--- config.mk ---
export PLATFORM = sky130hd
export DESIGN_NAME = mem_bist_initiator
export DESIGN_NICKNAME = d
export VERILOG_FILES = /design/src/rtl/mem_pkg.sv /design/src/rtl/mem_rd_tracker.sv /design/src/rtl/mem_bist_initiator.sv
export SDC_FILE = /design/constraint.sdc
export NUM_CORES = 1
export LEC_CHECK = 0
export CORE_UTILIZATION = 58
export DETAILED_ROUTE_END_ITERATION = 16
export PLACE_DENSITY = 0.93
export SLEW_MARGIN = 5
export SYNTH_ARGS = -nofsm -noshare
export SYNTH_HDL_FRONTEND = slang
export SYNTH_HIERARCHICAL = 1
export SYNTH_SLANG_ARGS = --single-unit
--- constraint.sdc ---
create_clock -name clock -period 7.1 [get_ports clock]
set_clock_uncertainty 0.2 [all_clocks]
set_input_delay 1.42 -clock clock [delete_from_list [all_inputs] [get_ports clock]]
set_output_delay 1.42 -clock clock [all_outputs]
set_load 0.01 [all_outputs]
--- src/rtl/mem_pkg.sv ---
// Shared types, width defaults and the pattern generator for the memory BIST initiator.
package mem_pkg;

  localparam int MEM_ADDR_W = 8;
  localparam int MEM_DATA_W = 8;

  typedef enum logic [2:0] {
    IDLE  = 3'd0,
    WRITE = 3'd1,
    READ  = 3'd2,
    DRAIN = 3'd3,
    DONE  = 3'd4
  } bist_state_e;

  // Pattern word for index i: seed + i. Callers truncate the result to their data width,
  // which yields the wrap-around (mod 2^DATA_W) behaviour.
  function automatic logic [31:0] bist_pattern(input logic [31:0] seed, input logic [31:0] idx);
    return seed + idx;
  endfunction

endpackage

--- src/rtl/mem_rd_tracker.sv ---
// READ_LAT-deep pipeline that carries {valid, expected data, address} alongside an
// outstanding memory read, so the comparison lines up with the returning read data.
module mem_rd_tracker #(
  parameter int ADDR_W = 8,
  parameter int DATA_W = 8,
  parameter int DEPTH  = 1
) (
  input  logic              clock,
  input  logic              reset,
  input  logic              i_valid,
  input  logic [DATA_W-1:0] i_data,
  input  logic [ADDR_W-1:0] i_addr,
  output logic              o_valid,
  output logic [DATA_W-1:0] o_data,
  output logic [ADDR_W-1:0] o_addr
);

  logic [DEPTH-1:0]  r_vld;
  logic [DATA_W-1:0] r_dat [DEPTH];
  logic [ADDR_W-1:0] r_adr [DEPTH];

  // Shift the read tag one stage per cycle; reset empties the whole pipeline.
  always_ff @(posedge clock or negedge reset) begin
    if (!reset) begin
      for (int k = 0; k < DEPTH; k++) begin
        r_vld[k] <= 1'b0;
        r_dat[k] <= '0;
        r_adr[k] <= '0;
      end
    end else begin
      r_vld[0] <= i_valid;
      r_dat[0] <= i_data;
      r_adr[0] <= i_addr;
      for (int k = 1; k < DEPTH; k++) begin
        r_vld[k] <= r_vld[k-1];
        r_dat[k] <= r_dat[k-1];
        r_adr[k] <= r_adr[k-1];
      end
    end
  end

  assign o_valid = r_vld[DEPTH-1];
  assign o_data  = r_dat[DEPTH-1];
  assign o_addr  = r_adr[DEPTH-1];

endmodule

--- src/rtl/mem_bist_initiator.sv ---
// Memory self-test master: writes seed+i to base+i for count words, reads them back,
// and reports done/pass, a saturating error count and the first failing address.
// Memory handshake: the memory has no back-pressure; mem_wr or mem_rd high in a cycle
// means one transfer in that cycle, and read data is valid exactly READ_LAT cycles later.
module mem_bist_initiator
  import mem_pkg::*;
#(
  parameter int ADDR_W   = MEM_ADDR_W,
  parameter int DATA_W   = MEM_DATA_W,
  parameter int READ_LAT = 1,
  parameter int ERR_W    = 8
) (
  input  logic              clock,
  input  logic              reset,
  input  logic              start,
  input  logic [ADDR_W-1:0] base_addr,
  input  logic [ADDR_W:0]   count,
  input  logic [DATA_W-1:0] seed,
  output logic [ADDR_W-1:0] mem_addr,
  output logic              mem_wr,
  output logic [DATA_W-1:0] mem_wdata,
  output logic              mem_rd,
  input  logic [DATA_W-1:0] mem_rdata,
  output logic              busy,
  output logic              done,
  output logic              pass,
  output logic [ERR_W-1:0]  err_count,
  output logic [ADDR_W-1:0] first_err_addr,
  output logic [2:0]        dbg_state
);

  localparam logic [ADDR_W-1:0] LAT_M1 = ADDR_W'(READ_LAT - 1);

  bist_state_e       r_state, w_state_nxt;
  logic [ADDR_W-1:0] r_idx, w_idx_nxt;
  logic [ADDR_W-1:0] r_last, r_base, w_base_use, w_addr_nxt;
  logic [DATA_W-1:0] r_seed, w_seed_use, w_pat_nxt, r_exp;
  logic              w_accept;

  logic [ADDR_W-1:0] r_mem_addr, r_first;
  logic [DATA_W-1:0] r_mem_wdata;
  logic              r_mem_wr, r_mem_rd, r_busy, r_done, r_pass;
  logic [ERR_W-1:0]  r_err, w_err_nxt;

  logic              w_trk_valid, w_mismatch;
  logic [DATA_W-1:0] w_trk_data;
  logic [ADDR_W-1:0] w_trk_addr;

  // State register.
  always_ff @(posedge clock or negedge reset) begin
    if (!reset) r_state <= IDLE;
    else        r_state <= w_state_nxt;
  end

  // Next state and next index; the index doubles as the drain cycle counter.
  always_comb begin
    w_state_nxt = r_state;
    w_idx_nxt   = r_idx;
    w_accept    = 1'b0;
    case (r_state)
      IDLE: begin
        if (start) begin
          w_accept    = 1'b1;
          w_idx_nxt   = '0;
          w_state_nxt = (count == '0) ? DONE : WRITE;
        end
      end
      WRITE: begin
        if (r_idx == r_last) begin
          w_state_nxt = READ;
          w_idx_nxt   = '0;
        end else begin
          w_idx_nxt = r_idx + 1'b1;
        end
      end
      READ: begin
        if (r_idx == r_last) begin
          w_state_nxt = DRAIN;
          w_idx_nxt   = '0;
        end else begin
          w_idx_nxt = r_idx + 1'b1;
        end
      end
      DRAIN: begin
        if (r_idx == LAT_M1) begin
          w_state_nxt = DONE;
          w_idx_nxt   = '0;
        end else begin
          w_idx_nxt = r_idx + 1'b1;
        end
      end
      DONE:    w_state_nxt = IDLE;
      default: w_state_nxt = IDLE;
    endcase
  end

  // On the accept cycle the fresh inputs are used directly so the first beat is not delayed.
  assign w_base_use = w_accept ? base_addr : r_base;
  assign w_seed_use = w_accept ? seed : r_seed;
  assign w_addr_nxt = w_base_use + w_idx_nxt;
  assign w_pat_nxt  = DATA_W'(bist_pattern(32'(w_seed_use), 32'(w_idx_nxt)));

  assign w_mismatch = w_trk_valid && (mem_rdata != w_trk_data);
  assign w_err_nxt  = w_accept ? '0 :
                      (w_mismatch && !(&r_err)) ? r_err + 1'b1 : r_err;

  // Index, latched test parameters and registered memory-side outputs.
  always_ff @(posedge clock or negedge reset) begin
    if (!reset) begin
      r_idx       <= '0;
      r_last      <= '0;
      r_base      <= '0;
      r_seed      <= '0;
      r_mem_addr  <= '0;
      r_mem_wdata <= '0;
      r_mem_wr    <= 1'b0;
      r_mem_rd    <= 1'b0;
      r_exp       <= '0;
    end else begin
      r_idx <= w_idx_nxt;
      if (w_accept) begin
        r_base <= base_addr;
        r_seed <= seed;
        r_last <= ADDR_W'(count - 1'b1);
      end
      r_mem_wr    <= (w_state_nxt == WRITE);
      r_mem_rd    <= (w_state_nxt == READ);
      r_mem_addr  <= (w_state_nxt == WRITE || w_state_nxt == READ) ? w_addr_nxt : '0;
      r_mem_wdata <= (w_state_nxt == WRITE) ? w_pat_nxt : '0;
      r_exp       <= (w_state_nxt == READ) ? w_pat_nxt : '0;
    end
  end

  // Status and result registers; results hold from DONE until the next accepted start.
  always_ff @(posedge clock or negedge reset) begin
    if (!reset) begin
      r_busy  <= 1'b0;
      r_done  <= 1'b0;
      r_pass  <= 1'b0;
      r_err   <= '0;
      r_first <= '0;
    end else begin
      r_busy <= (w_state_nxt != IDLE);
      r_done <= (w_state_nxt == DONE);
      r_err  <= w_err_nxt;
      if (w_accept)
        r_first <= '0;
      else if (w_mismatch && r_err == '0)
        r_first <= w_trk_addr;
      if (w_state_nxt == DONE)
        r_pass <= (w_err_nxt == '0);
      else if (w_accept)
        r_pass <= 1'b0;
    end
  end

  mem_rd_tracker #(
    .ADDR_W (ADDR_W),
    .DATA_W (DATA_W),
    .DEPTH  (READ_LAT)
  ) u_rd_tracker (
    .clock   (clock),
    .reset   (reset),
    .i_valid (r_mem_rd),
    .i_data  (r_exp),
    .i_addr  (r_mem_addr),
    .o_valid (w_trk_valid),
    .o_data  (w_trk_data),
    .o_addr  (w_trk_addr)
  );

  assign mem_addr       = r_mem_addr;
  assign mem_wr         = r_mem_wr;
  assign mem_wdata      = r_mem_wdata;
  assign mem_rd         = r_mem_rd;
  assign busy           = r_busy;
  assign done           = r_done;
  assign pass           = r_pass;
  assign err_count      = r_err;
  assign first_err_addr = r_first;
  assign dbg_state      = r_state;

endmodule

==> key figures, run 1 <==
Synthesis
  • Synth Instances: between 400 and 500
  • Synth Area in Compound Gates: between 10% and 20%
  • Yosys top cell by area: dfrtp_1
  • Main combinational cell family by area after synthesis: simple AND/OR/NAND/NOR gates
  • Syn Nets: 520
  • Synthesized area per cell: between 10 and 15 um2
  • Syn. warnings: 6
  • Post-synthesis mux area share: between 2 and 3%
  • Post-Synth Simple-Gate Area: approximately 20%
  • Post-Synth Adder-Cell Area: under 10%
  • Netlist Area Pre-Place: around 4700 um2
  • Area contributors post-synth: dfrtp_1 52%, nand2_1 5.6%, ha_1 5.3%, xnor2_1 4.5%, nor2_1 3.4%
  • Register area share after synthesis: around half
  • Post-synth EDFFs: 0
  • Synth unique cells: 56
  • Ys async rst share: between 90% and 100%
  • Primary FF master, synth: dfrtp_1
  • Share of the synthesized area in the top cell type: about half
  • Post-Synth XOR/XNOR Area: under 10%
  • Synth Register Bits: a little under 100

STA
  • RSZ-0062 raised after global routing: no
  • Worst-Margin Slew: 0.740 ns
  • Slew HR: between 50% and 60%
  • Setup TNS Final: 0 ns
  • Endpoints failing hold: 0
  • Final period utilization: 67.3%
  • Max-slew violations: 0
  • Final setup viols: 0
  • Peak Freq: between 200 and 250 MHz
  • Fin crit period: approximately 4.8 ns

Setup path
  • Crit-path slowest cell: clkdlybuf4s50_1
  • Worst R2R Start: r_idx[1]
  • Worst Path Max Fanout: 37
  • Crit start category: primary input
  • Required @ worst endpoint: between 7 and 8 ns
  • Worst Setup SP: start
  • Reg-to-Reg End: mem_wdata[7]
  • Crit path DAT: 4.86 ns
  • Crit-path leading delay family: compound AO/OA/AOI/OAI gates
  • R2R Setup Slk: roughly 2.8 ns
  • Most frequent CP cell: o21ai_0
  • Crit-path cells: clkdlybuf4s50_1 -> or4b_1 -> buf_4 -> nand2_1 -> and2_1 -> inv_1 -> ha_1 -> a21o_1 -> a211oi_1 -> o21ai_0 -> a21oi_1 -> o21ai_0 -> mux2i_1
  • Crit. End Element: register
  • Buf+Inv Stages, Crit Path: 3
  • Worst reg2reg path depth: 15
  • Crit-path max cell delay: 0.51 ns
  • WS Path Type: primary input to register

Global routing
  • Initial antenna violation count: 0
  • All-Layer GR Usage: 28.1%
  • GR peak layer: met2
  • Met2 Use GR: 47.8%
  • GRT met1 Usage: 36.1%
  • Vias in the first global route: between 3,000 and 4,000
  • Grt total ovfl: 0
  • First-pass GRT wire length: between 15,000 and 20,000 um
  • Largest net degree at the start of global routing: roughly 60
  • GR Util met3: between 3 and 4%

Clocking
  • H-tree depth: 3
  • CTS sink cnt: 97
  • Worst-skew pair later-pin latency: roughly 0.36 ns
  • Cts hold-fix bufs: 0
  • Clock Path Buffers: 2
  • Clock slew at reported path FFs: 0.09 ns
  • TritonCTS clock tree: yes
  • Clock root cell: clkbuf_8
  • Post-CTS repair timing setup buffer count: 0
  • CTS resizes: 0
  • CTS buffer count: 9

Layout
  • Fin util: about three quarters
  • N_diodes: 0
  • Share of cells above drive strength 1: 6.78%
  • Synth-to-layout area growth: 22.9%
  • Layout net count: 600
  • Filler cells: 510

Worst hold path
  • Min-Delay Startpoint: r_exp[4]
  • Min-delay worst type: register to register
  • Hold path depth: 0
  • Hold endpoint: u_rd_tracker/o_data[4]

Pwr
  • Power Density: about 420 nW/um2
  • Leak: between 2 and 3 nW
  • Peak supply drop: ~0.21 mV

Drt
  • Initial DRT Pass Iterations: 5
  • Post-DRT Antenna Nets: 0
  • Drt wl/cell: 17.2 um
  • Initial DRC count: between 200 and 300
  • Vias per Instance: approximately 5.8
  • Via Count: 3,759
  • Final WL: roughly 11,000 um
  • # DRC: 0

Job
  • Max-cap violations: 0

Floorplan
  • Die H: between 90 and 100 um
  • Total Die Area: around 8500 um2
  • Core area: 7810 um2
  • Site Rows: 32
  • Die width: 92.1 um
  • Initial Util: 60.3%
  • IO Pins: 76

Placement
  • Placer Congestion: a little over 0.9
  • Final HPWL DP: approximately 7700 um
  • I/O Buffers: 75

Run status
  • Status: finished, final reports clean
==> synthesized netlist by cell type, types with 5 or more instances <==
master    instances
nor2b_1           9
nand4_1           7
xor2_1            9
nor2_1           43
ha_1             20
nand3_1           9
nand2_1          70
a21oi_1          10
or3_1             5
inv_1            21
xnor2_1          24
mux2i_1          13
clkbuf_1          5
nor3_1           13
nor3b_1           6
dfrtp_1          97
and2_1            5
o21ai_0          32
==> cell usage in the layout (no fill, tap or decap), drive strengths merged, types with 3 or more instances in the layout <==
| master | instances |
|---|---|
| nor2b | 9 |
| a21oi | 10 |
| and2 | 7 |
| clkinv | 3 |
| dfrtp | 97 |
| nand3 | 9 |
| mux2i | 13 |
| inv | 22 |
| o21ai | 32 |
| buf | 4 |
| ha | 20 |
| xor2 | 9 |
| nand4 | 7 |
| o21a | 4 |
| clkdlybuf4s50 | 74 |
| xnor2 | 24 |
| a21boi | 3 |
| or3 | 6 |
| o31ai | 3 |
| and3 | 3 |
| o211ai | 5 |
| nor2 | 45 |
| clkbuf | 9 |
| nand2 | 71 |
| a21o | 3 |
| nor3b | 6 |
| nor3 | 13 |
==> stage by stage <==
step                setup WS (ns)  instances  instance area (um2)  total power [W]  hold slack [ns]
finish                       2.32        648                 5790          0.00241            0.154
global route                 2.34        648                 5790          0.00254            0.161
CTS                          2.43        648                 5790          0.00238            0.154
detailed placement           2.20        633                 5570          0.00196            0.135
global placement             2.48        633                 5570          0.00190            0.134
floorplan                    2.64        462                 4710          0.00155            0.131
==> registers in the layout, summed over array words and instances, names as in the netlist <==
signal	flops
r_base	8
r_seed	8
u_rd_tracker/o_valid	1
u_rd_tracker/o_data	8
mem_wdata	8
u_rd_tracker/o_addr	8
pass	1
first_err_addr	8
r_last	8
mem_rd	1
r_exp	8
busy	1
mem_wr	1
err_count	8
mem_addr	8
done	1
dbg_state	3
r_idx	8
==> how the worst max path moves through the flow <==
stage                   end  slack (ns)  cells past startpoint
6_report       mem_wdata[7]        2.32                     13
5_1_grt        mem_wdata[7]        2.34                     13
4_1_cts        mem_wdata[7]        2.43                     13
3_5_place_dp       r_exp[7]        2.20                     13
3_3_place_gp       r_exp[7]        2.48                     13
2_1_floorplan  mem_wdata[6]        2.64                     14
==> worst register-to-register path: stages (launching register included) <==
cell and delay, ns:
dfrtp_1 0.48, inv_1 0.10, ha_1 0.15, nor4b_1 0.22
nand2_1 0.20, nand4_1 0.24, nand2_1 0.19, a22oi_1 0.44
inv_1 0.17, ha_1 0.33, a21o_1 0.22, a211oi_1 0.49
o21ai_0 0.26, a21oi_1 0.24, o21ai_0 0.14, mux2i_1 0.17
==> power breakdown <==
part	total [W]	internal, W	leakage [nW]	switching [W]
sequential	0.000854	0.000740	1.27	0.000114
clock	0.000392	0.000198	0.105	0.000193
combinational	0.00116	0.000492	1.22	0.000668
total	0.00241	0.00143	2.59	0.000975
==> area by class of cell <==
class,count,area (um2),area share [%]
Multi-Input combinational cell,334,2160,37.3
Clock buffer,9,124,2.14
Inverter,22,85.1,1.47
Timing Repair Buffer,78,771,13.3
Clock inverter,6,93.8,1.62
Tap cell,102,128,2.20
Sequential cell,97,2430,41.9
==> per-layer routing <==
metal / routed length (um) / up-vias
li1: - / 1736
met1: 4580 / 1797
met2: 5520 / 191
met3: 693 / 35
met4: 331 / 0
met5: 0 / -
==> logic make-up after synthesis <==
| logic type | count (synthesis) |
|---|---|
| flip-flops | 97 |
| multiplexers | 13 |
| AO/OA/AOI/OAI | 75 |
| AND/OR/NAND/NOR | 191 |
| adder cells (fa/ha/maj) | 22 |
| buffers and inverters | 31 |
| XOR/XNOR | 33 |
Note: power is estimated with default switching activity, not from simulation.
==> run 2: changes to the inputs <==
--- a/config.mk
+++ b/config.mk
@@ -5,9 +5,9 @@
 export SDC_FILE = /design/constraint.sdc
 export NUM_CORES = 1
 export LEC_CHECK = 0
-export CORE_UTILIZATION = 58
+export CORE_UTILIZATION = 54
 export DETAILED_ROUTE_END_ITERATION = 16
-export PLACE_DENSITY = 0.93
+export PLACE_DENSITY = 0.87
 export SLEW_MARGIN = 5
 export SYNTH_ARGS = -nofsm -noshare
 export SYNTH_HDL_FRONTEND = slang
==> constraint.sdc (replaced) <==
create_clock -name clock -period 4.4 [get_ports clock]
set_clock_uncertainty 0.2 [all_clocks]
set_input_delay 0.88 -clock clock [delete_from_list [all_inputs] [get_ports clock]]
set_output_delay 0.88 -clock clock [all_outputs]
set_load 0.01 [all_outputs]
==> run 2 against run 1 <==
Critical path depth is 4 higher. Global-route usage decreased by 3.8 points. Highest routed layer unchanged. Cell area rose by 0.63%. Total power up 60%. Setup slack got worse by 1.9 ns. Register-to-register slack worse by 2.4 ns. Sequential power is 59% higher. Combinational power grew 59%. Utilization is 4.3 points lower. Non-clock buffer count grew 1.
==> key figures, run 2 (synthesis results as in run 1) <==
Clocking
  • Worst-skew pair later-pin latency: 0.36 ns (about the same)
  • Clock root cell: clkbuf_8
  • Clock slew at reported path FFs: 0.09 ns (about the same)
  • H-tree depth: 3 (unchanged)
  • Clock Path Buffers: 2 (unchanged)
  • CTS resizes: 0 (unchanged)
  • Cts hold-fix bufs: 0 (unchanged)
  • TritonCTS clock tree: yes
  • CTS sink cnt: 97 (unchanged)
  • Post-CTS repair timing setup buffer count: 0 (unchanged)
  • CTS buffer count: 9 (unchanged)

Placement
  • Pre-CTS setup slack: 0.185 ns (-2.02 ns)
  • Final HPWL DP: 7560 um (-1.2%)
  • Placed cell area: 5590 um2 (+0.43%)
  • Placer Congestion: 0.936 (+2.6%)
  • I/O Buffers: 75 (unchanged)

Layout
  • Share of cells above drive strength 1: 6.93% (+0.16 points)
  • Synth-to-layout area growth: 23.7%
  • Final Instance Area: 5820 um2 (+0.63%)
  • Fin util: 69.8% (-4.3 points)
  • N_diodes: 0 (unchanged)
  • Most frequent cells in the layout: 97 x dfrtp_1, 74 x clkdlybuf4s50_1, 70 x nand2_1, 43 x nor2_1, 32 x o21ai_0
  • Commonest non-fill, non-tap cell in the layout: dfrtp_1
  • Layout net count: 601 (+0.17%)

Drt
  • Via Count: 3,655 (-2.8%)
  • Final WL: 10,200 um (-8.2%)
  • Drt wl/cell: 15.6 um (-8.9%)
  • Initial DRC count: 220 (-16%)
  • Initial DRT Pass Iterations: 5 (unchanged)
  • Post-DRT Antenna Nets: 0 (unchanged)
  • # DRC: 0 (unchanged)
  • Vias per Instance: 5.60 (-3.5%)

Setup path
  • Worst reg2reg path depth: 17 (+2)
  • WS Path Type: register to register
  • Crit path DAT: 4.03 ns (-0.83 ns)
  • Buf+Inv Stages, Crit Path: 2 (-1)
  • Worst Path Max Fanout: 6 (-84%)
  • R2R Setup Slk: 0.45 ns (-2.35 ns)
  • Worst R2R Start: r_idx[0]
  • Crit-path cells: inv_1 -> ha_1 -> nor4b_1 -> nand2_1 -> nand4_1 -> nand2_1 -> nor2_1 -> a21oi_1 -> ha_1 -> inv_1 -> fa_1 -> nor2b_1 -> o21ai_0 -> a21boi_0 -> o21ai_0 -> nor3b_1 -> nor3_1
  • Crit-path max cell delay: 0.45 ns (-0.06 ns)
  • Crit-path leading delay family: simple AND/OR/NAND/NOR gates
  • Crit-path slowest cell: dfrtp_1
  • Crit start category: register
  • Crit. End Element: register
  • Required @ worst endpoint: 4.47 ns (-2.71 ns)
  • Reg-to-Reg End: mem_addr[6]

STA
  • Fin crit period: just under 4 ns
  • Setup TNS Final: 0 ns (unchanged)
  • Worst-Margin Slew: 0.885 ns (+0.145 ns)
  • Endpoints failing hold: 0 (unchanged)
  • Peak Freq: roughly 250 MHz
  • Final setup viols: 0 (unchanged)
  • Final period utilization: approximately nine tenths
  • RSZ-0062 raised after global routing: no
  • Fin worst setup slack: 0.446 ns (-1.87 ns)
  • Slew HR: 41.0% (-9.6 points)
  • Max-slew violations: 0 (unchanged)

Global routing
  • GRT met1 Usage: 31.3% (-4.8 points)
  • Initial antenna violation count: 0 (unchanged)
  • Largest net degree at the start of global routing: 74 (+21%)
  • Met2 Use GR: 42.2% (-5.6 points)
  • GR Util met3: 2.95% (-0.95 points)
  • First-pass GRT wire length: 16,800 um (-8.8%)
  • GR peak layer: met2
  • Vias in the first global route: 3,574 (-5.5%)
  • All-Layer GR Usage: 24.3% (-3.8 points)
  • Grt total ovfl: 0 (unchanged)

Pwr
  • Clock power frac: 16.7% (+0.4 points)
  • Power Internal: 0.00236 W (+65%)
  • Leak: 2.60 nW (+0.43%)
  • Combinational share of power: 48.0% (-0.2 points)
  • Flop pwr share: 35.3% (-0.2 points)
  • Power Density: 663 nW/um2 (+59%)
  • Sw Pwr: 0.00150 W (+54%)
  • Switching share of total power: 38.9% (-1.6 points)
  • Peak supply drop: 0.342 mV (+62%)

Floorplan
  • Site Rows: 33 (+3.1%)
  • Total Die Area: 9100 um2 (+7.2%)
  • Die H: 95.4 um (+3.6%)
  • IO Pins: 76 (unchanged)
  • Core area: 8340 um2 (+6.8%)
  • Initial Util: 56.5% (-3.9 points)
  • Die width: 95.4 um (+3.6%)

Job
  • Max-cap violations: 0 (unchanged)

Worst hold path
  • Min-Delay Startpoint: r_exp[4]
  • Hold endpoint: u_rd_tracker/o_data[4]
  • Hold path depth: 0 (unchanged)
  • Min-delay worst type: register to register

Run status
  • Status: finished, final reports clean
run 2: power by group through the flow:
stage	logic [W]	registers [W]	clock network [W]
floorplan	0.00110	0.00139	0
global placement	0.00174	0.00137	0
detailed placement	0.00183	0.00138	0
CTS	0.00185	0.00136	0.000657
global route	0.00206	0.00139	0.000693
finish	0.00185	0.00136	0.000645
run 2: worst max path at each step:
stage | from | to | slack [ns] | depth (start not counted)
4_1_cts | r_idx[0] | mem_addr[6] | 0.45 | 17
3_3_place_gp | start | mem_wdata[6] | 0.26 | 12
5_1_grt | r_idx[0] | mem_addr[6] | 0.12 | 17
6_report | r_idx[0] | mem_addr[6] | 0.45 | 17
2_1_floorplan | start | mem_wdata[6] | 0.48 | 14
3_5_place_dp | start | r_exp[7] | 0.19 | 12
run 2: cell type report:
class                           instances  area (um2)
Inverter                               22        85.1
Fill cell                             605        2520
Multi-Input combinational cell        334        2160
Sequential cell                        97        2430
Tap cell                              105         131
Clock buffer                           12         155
Clock inverter                          4        75.1
Timing Repair Buffer                   79         791
run 2: stage by stage:
step           cells  hold WS (ns)  power, W
2_1_floorplan    462         0.131   0.00250
3_3_place_gp     637         0.132   0.00311
3_5_place_dp     637         0.135   0.00321
4_1_cts          653         0.156   0.00387
5_1_grt          653         0.164   0.00414
6_report         653         0.153   0.00386
run 2: worst reg2reg max path, stage by stage (launching register included):
cell      delay [ns]
dfrtp_1         0.45
inv_1           0.08
ha_1            0.22
nor4b_1         0.15
nand2_1         0.17
nand4_1         0.26
nand2_1         0.26
nor2_1          0.07
a21oi_1         0.30
ha_1            0.24
inv_1           0.06
fa_1            0.38
nor2b_1         0.17
o21ai_0         0.13
a21boi_0        0.27
o21ai_0         0.13
nor3b_1         0.16
nor3_1          0.18
run 2: per-layer routing:
metal	up-vias	part of all wire, %
met4	0	1.7
li1	1743	-
met1	1751	44
met5	-	0
met2	143	49
met3	18	5.1
==> run 3: changes to the inputs <==
--- a/config.mk
+++ b/config.mk
@@ -8,6 +8,7 @@
 export CORE_UTILIZATION = 54
 export DETAILED_ROUTE_END_ITERATION = 16
 export PLACE_DENSITY = 0.87
+export RECOVER_POWER = 50
 export SLEW_MARGIN = 5
 export SYNTH_ARGS = -nofsm -noshare
 export SYNTH_HDL_FRONTEND = slang
==> run 3 against run 2 <==
Setup slack worse by 0.014 ns. Sequential share of layout area about the same. Hold slack about the same. Total power is essentially flat. Combinational power about the same. Count of clock-buffer cells in the layout unchanged. Routed wire length rose by 0.13%. The flow now finishes with violations (capacitance limit, slew limit).
==> key figures, run 3 (synthesis results as in run 1) <==
Clocking
  • CTS buffer count: 9 (unchanged)
  • Cts hold-fix bufs: 0 (unchanged)
  • Post-CTS repair timing setup buffer count: 0 (unchanged)
  • Worst-skew pair later-pin latency: 0.36 ns (about the same)
  • TritonCTS clock tree: yes
  • H-tree depth: 3 (unchanged)
  • Clock slew at reported path FFs: 0.08 ns (about the same)
  • CTS resizes: 0 (unchanged)
  • CTS sink cnt: 97 (unchanged)
  • Clock root cell: clkbuf_8
  • Clock Path Buffers: 2 (unchanged)

Floorplan
  • Total Die Area: 9100 um2 (unchanged)
  • Initial Util: 56.5% (unchanged)
  • IO Pins: 76 (unchanged)
  • Die width: 95.4 um (unchanged)
  • Site Rows: 33 (unchanged)
  • Die H: 95.4 um (unchanged)
  • Core area: 8340 um2 (unchanged)

Global routing
  • First-pass GRT wire length: 16,800 um (unchanged)
  • Initial antenna violation count: 0 (unchanged)
  • Largest net degree at the start of global routing: 74 (unchanged)
  • Vias in the first global route: 3,574 (unchanged)
  • Grt total ovfl: 0 (unchanged)
  • All-Layer GR Usage: 24.3% (unchanged)

STA
  • Worst Hold Slack: 0.153 ns (+0.000255 ns)
  • Endpoints failing hold: 0 (unchanged)
  • Final setup viols: 0 (unchanged)
  • Fin crit period: 3.97 ns (+0.0136 ns)
  • Max-slew violations: 74 (+74)
  • RSZ-0062 raised after global routing: no
  • Peak Freq: 252 MHz (-0.34%)
  • Worst-Margin Slew: 1.74 ns (+0.855 ns)
  • Setup TNS Final: 0 ns (unchanged)
  • Slew HR: -16.0% (-57 points)
  • Final period utilization: 90.2% (+0.31 points)

Worst hold path
  • Min-Delay Startpoint: r_exp[4]
  • Hold path depth: 0 (unchanged)
  • Hold endpoint: u_rd_tracker/o_data[4]
  • Min-delay worst type: register to register

Layout
  • N_diodes: 0 (unchanged)
  • Commonest non-fill, non-tap cell in the layout: dfrtp_1
  • Layout net count: 601 (unchanged)
  • Synth-to-layout area growth: 23.6%
  • Share of cells above drive strength 1: 6.75% (-0.18 points)
  • Most frequent cells in the layout: 97 x dfrtp_1, 73 x clkdlybuf4s50_1, 70 x nand2_1, 43 x nor2_1, 32 x o21ai_0
  • Fin util: 69.8% (-0.075 points)
  • Final std cells w/o fill: 653 (unchanged)

Drt
  • Initial DRT Pass Iterations: 5 (unchanged)
  • Post-DRT Antenna Nets: 0 (unchanged)
  • Final WL: 10,200 um (+0.13%)
  • Drt wl/cell: 15.7 um (+0.13%)
  • # DRC: 0 (unchanged)
  • Vias per Instance: 5.57 (-0.55%)
  • Initial DRC count: 223 (+1.4%)
  • Via Count: 3,635 (-0.55%)

Run status
  • Violated checks: capacitance limit, slew limit
  • Status: finished with violations

Placement
  • Placer Congestion: 0.936 (unchanged)
  • Final HPWL DP: 7560 um (unchanged)
  • Placed cells: 637 (unchanged)
  • I/O Buffers: 75 (unchanged)

Setup path
  • Crit. End Element: register
  • Reg-to-Reg End: mem_addr[6]
  • Crit start category: primary input
  • Worst reg2reg path depth: 17 (unchanged)
  • Crit path DAT: 4.04 ns (about the same)
  • WS Path Type: primary input to register
  • R2R Setup Slk: 0.44 ns (about the same)
  • Worst Path Max Fanout: 10 (+4)
  • Required @ worst endpoint: 4.47 ns (about the same)
  • Worst R2R Start: r_idx[0]

Pwr
  • Leak: 2.60 nW (-0.15%)
  • Power Density: 664 nW/um2 (+0.15%)
  • Peak supply drop: 0.342 mV (about the same)

Job
  • Max-cap violations: 1 (+1)
==> run 3: cell count changes in the layout (fill, tap and decap cells not counted), sizes merged <==
| cell | previous run | this run |
|---|---|---|
| dlygate4sd3 | 0 | 1 |
| buf | 5 | 3 |
| clkdlybuf4s50 | 74 | 73 |
| clkbuf | 12 | 14 |
==> run 3: report_power, final <==
part           leakage (nW)  switching, W  total, W  internal [W]
clock network         0.109      0.000295  0.000646      0.000351
registers              1.27      0.000167   0.00136       0.00119
logic                  1.22       0.00104   0.00185      0.000813
==> run 3: cell type report <==
| class | count | area [um2] |
|---|---|---|
| Clock inverter | 4 | 75.1 |
| Tap cell | 105 | 131 |
| Fill cell | 606 | 2520 |
| Clock buffer | 12 | 155 |
| Multi-Input combinational cell | 334 | 2160 |
| Sequential cell | 97 | 2430 |
| Timing Repair Buffer | 79 | 785 |
| Inverter | 22 | 85.1 |
==> run 3: worst max path at each step <==
stage / from / endpoint / slack (ns) / cells past startpoint
finish: start / mem_wdata[7] / 0.43 / 12
global route: start / mem_wdata[6] / 0.11 / 12
CTS: r_idx[0] / mem_addr[6] / 0.45 / 17
detailed placement: start / r_exp[7] / 0.19 / 12
global placement: start / mem_wdata[6] / 0.26 / 12
floorplan: start / mem_wdata[6] / 0.48 / 14
==> run 3: metal layers <==
| metal | share of wire (%) | global-route usage (%) |
|---|---|---|
| met3 | 5.1 | 2.95 |
| met5 | 0 | 0 |
| met1 | 44 | 31.3 |
| met2 | 49 | 42.2 |
| met4 | 1.8 | 8.83 |
==> run 3: worst max-delay path, cell delays in order <==
cell and delay (ns):
dlygate4sd3_1 0.58, or4b_1 0.68, nand2_1 0.14, and2_1 0.19, inv_1 0.08, ha_1 0.29, a21o_1 0.20, a211oi_1 0.37
o21ai_0 0.19, a21oi_1 0.18, o21ai_0 0.11, mux2i_1 0.15
==> run 3: stage by stage <==
| stage | area (um2) | worst slack (ns) | total power, W |
|---|---|---|---|
| 2_1_floorplan | 4710 | 0.483 | 0.00250 |
| 3_5_place_dp | 5590 | 0.185 | 0.00321 |
| 6_report | 5820 | 0.433 | 0.00386 |
| 4_1_cts | 5820 | 0.454 | 0.00387 |
| 3_3_place_gp | 5590 | 0.263 | 0.00311 |
| 5_1_grt | 5820 | 0.106 | 0.00414 |
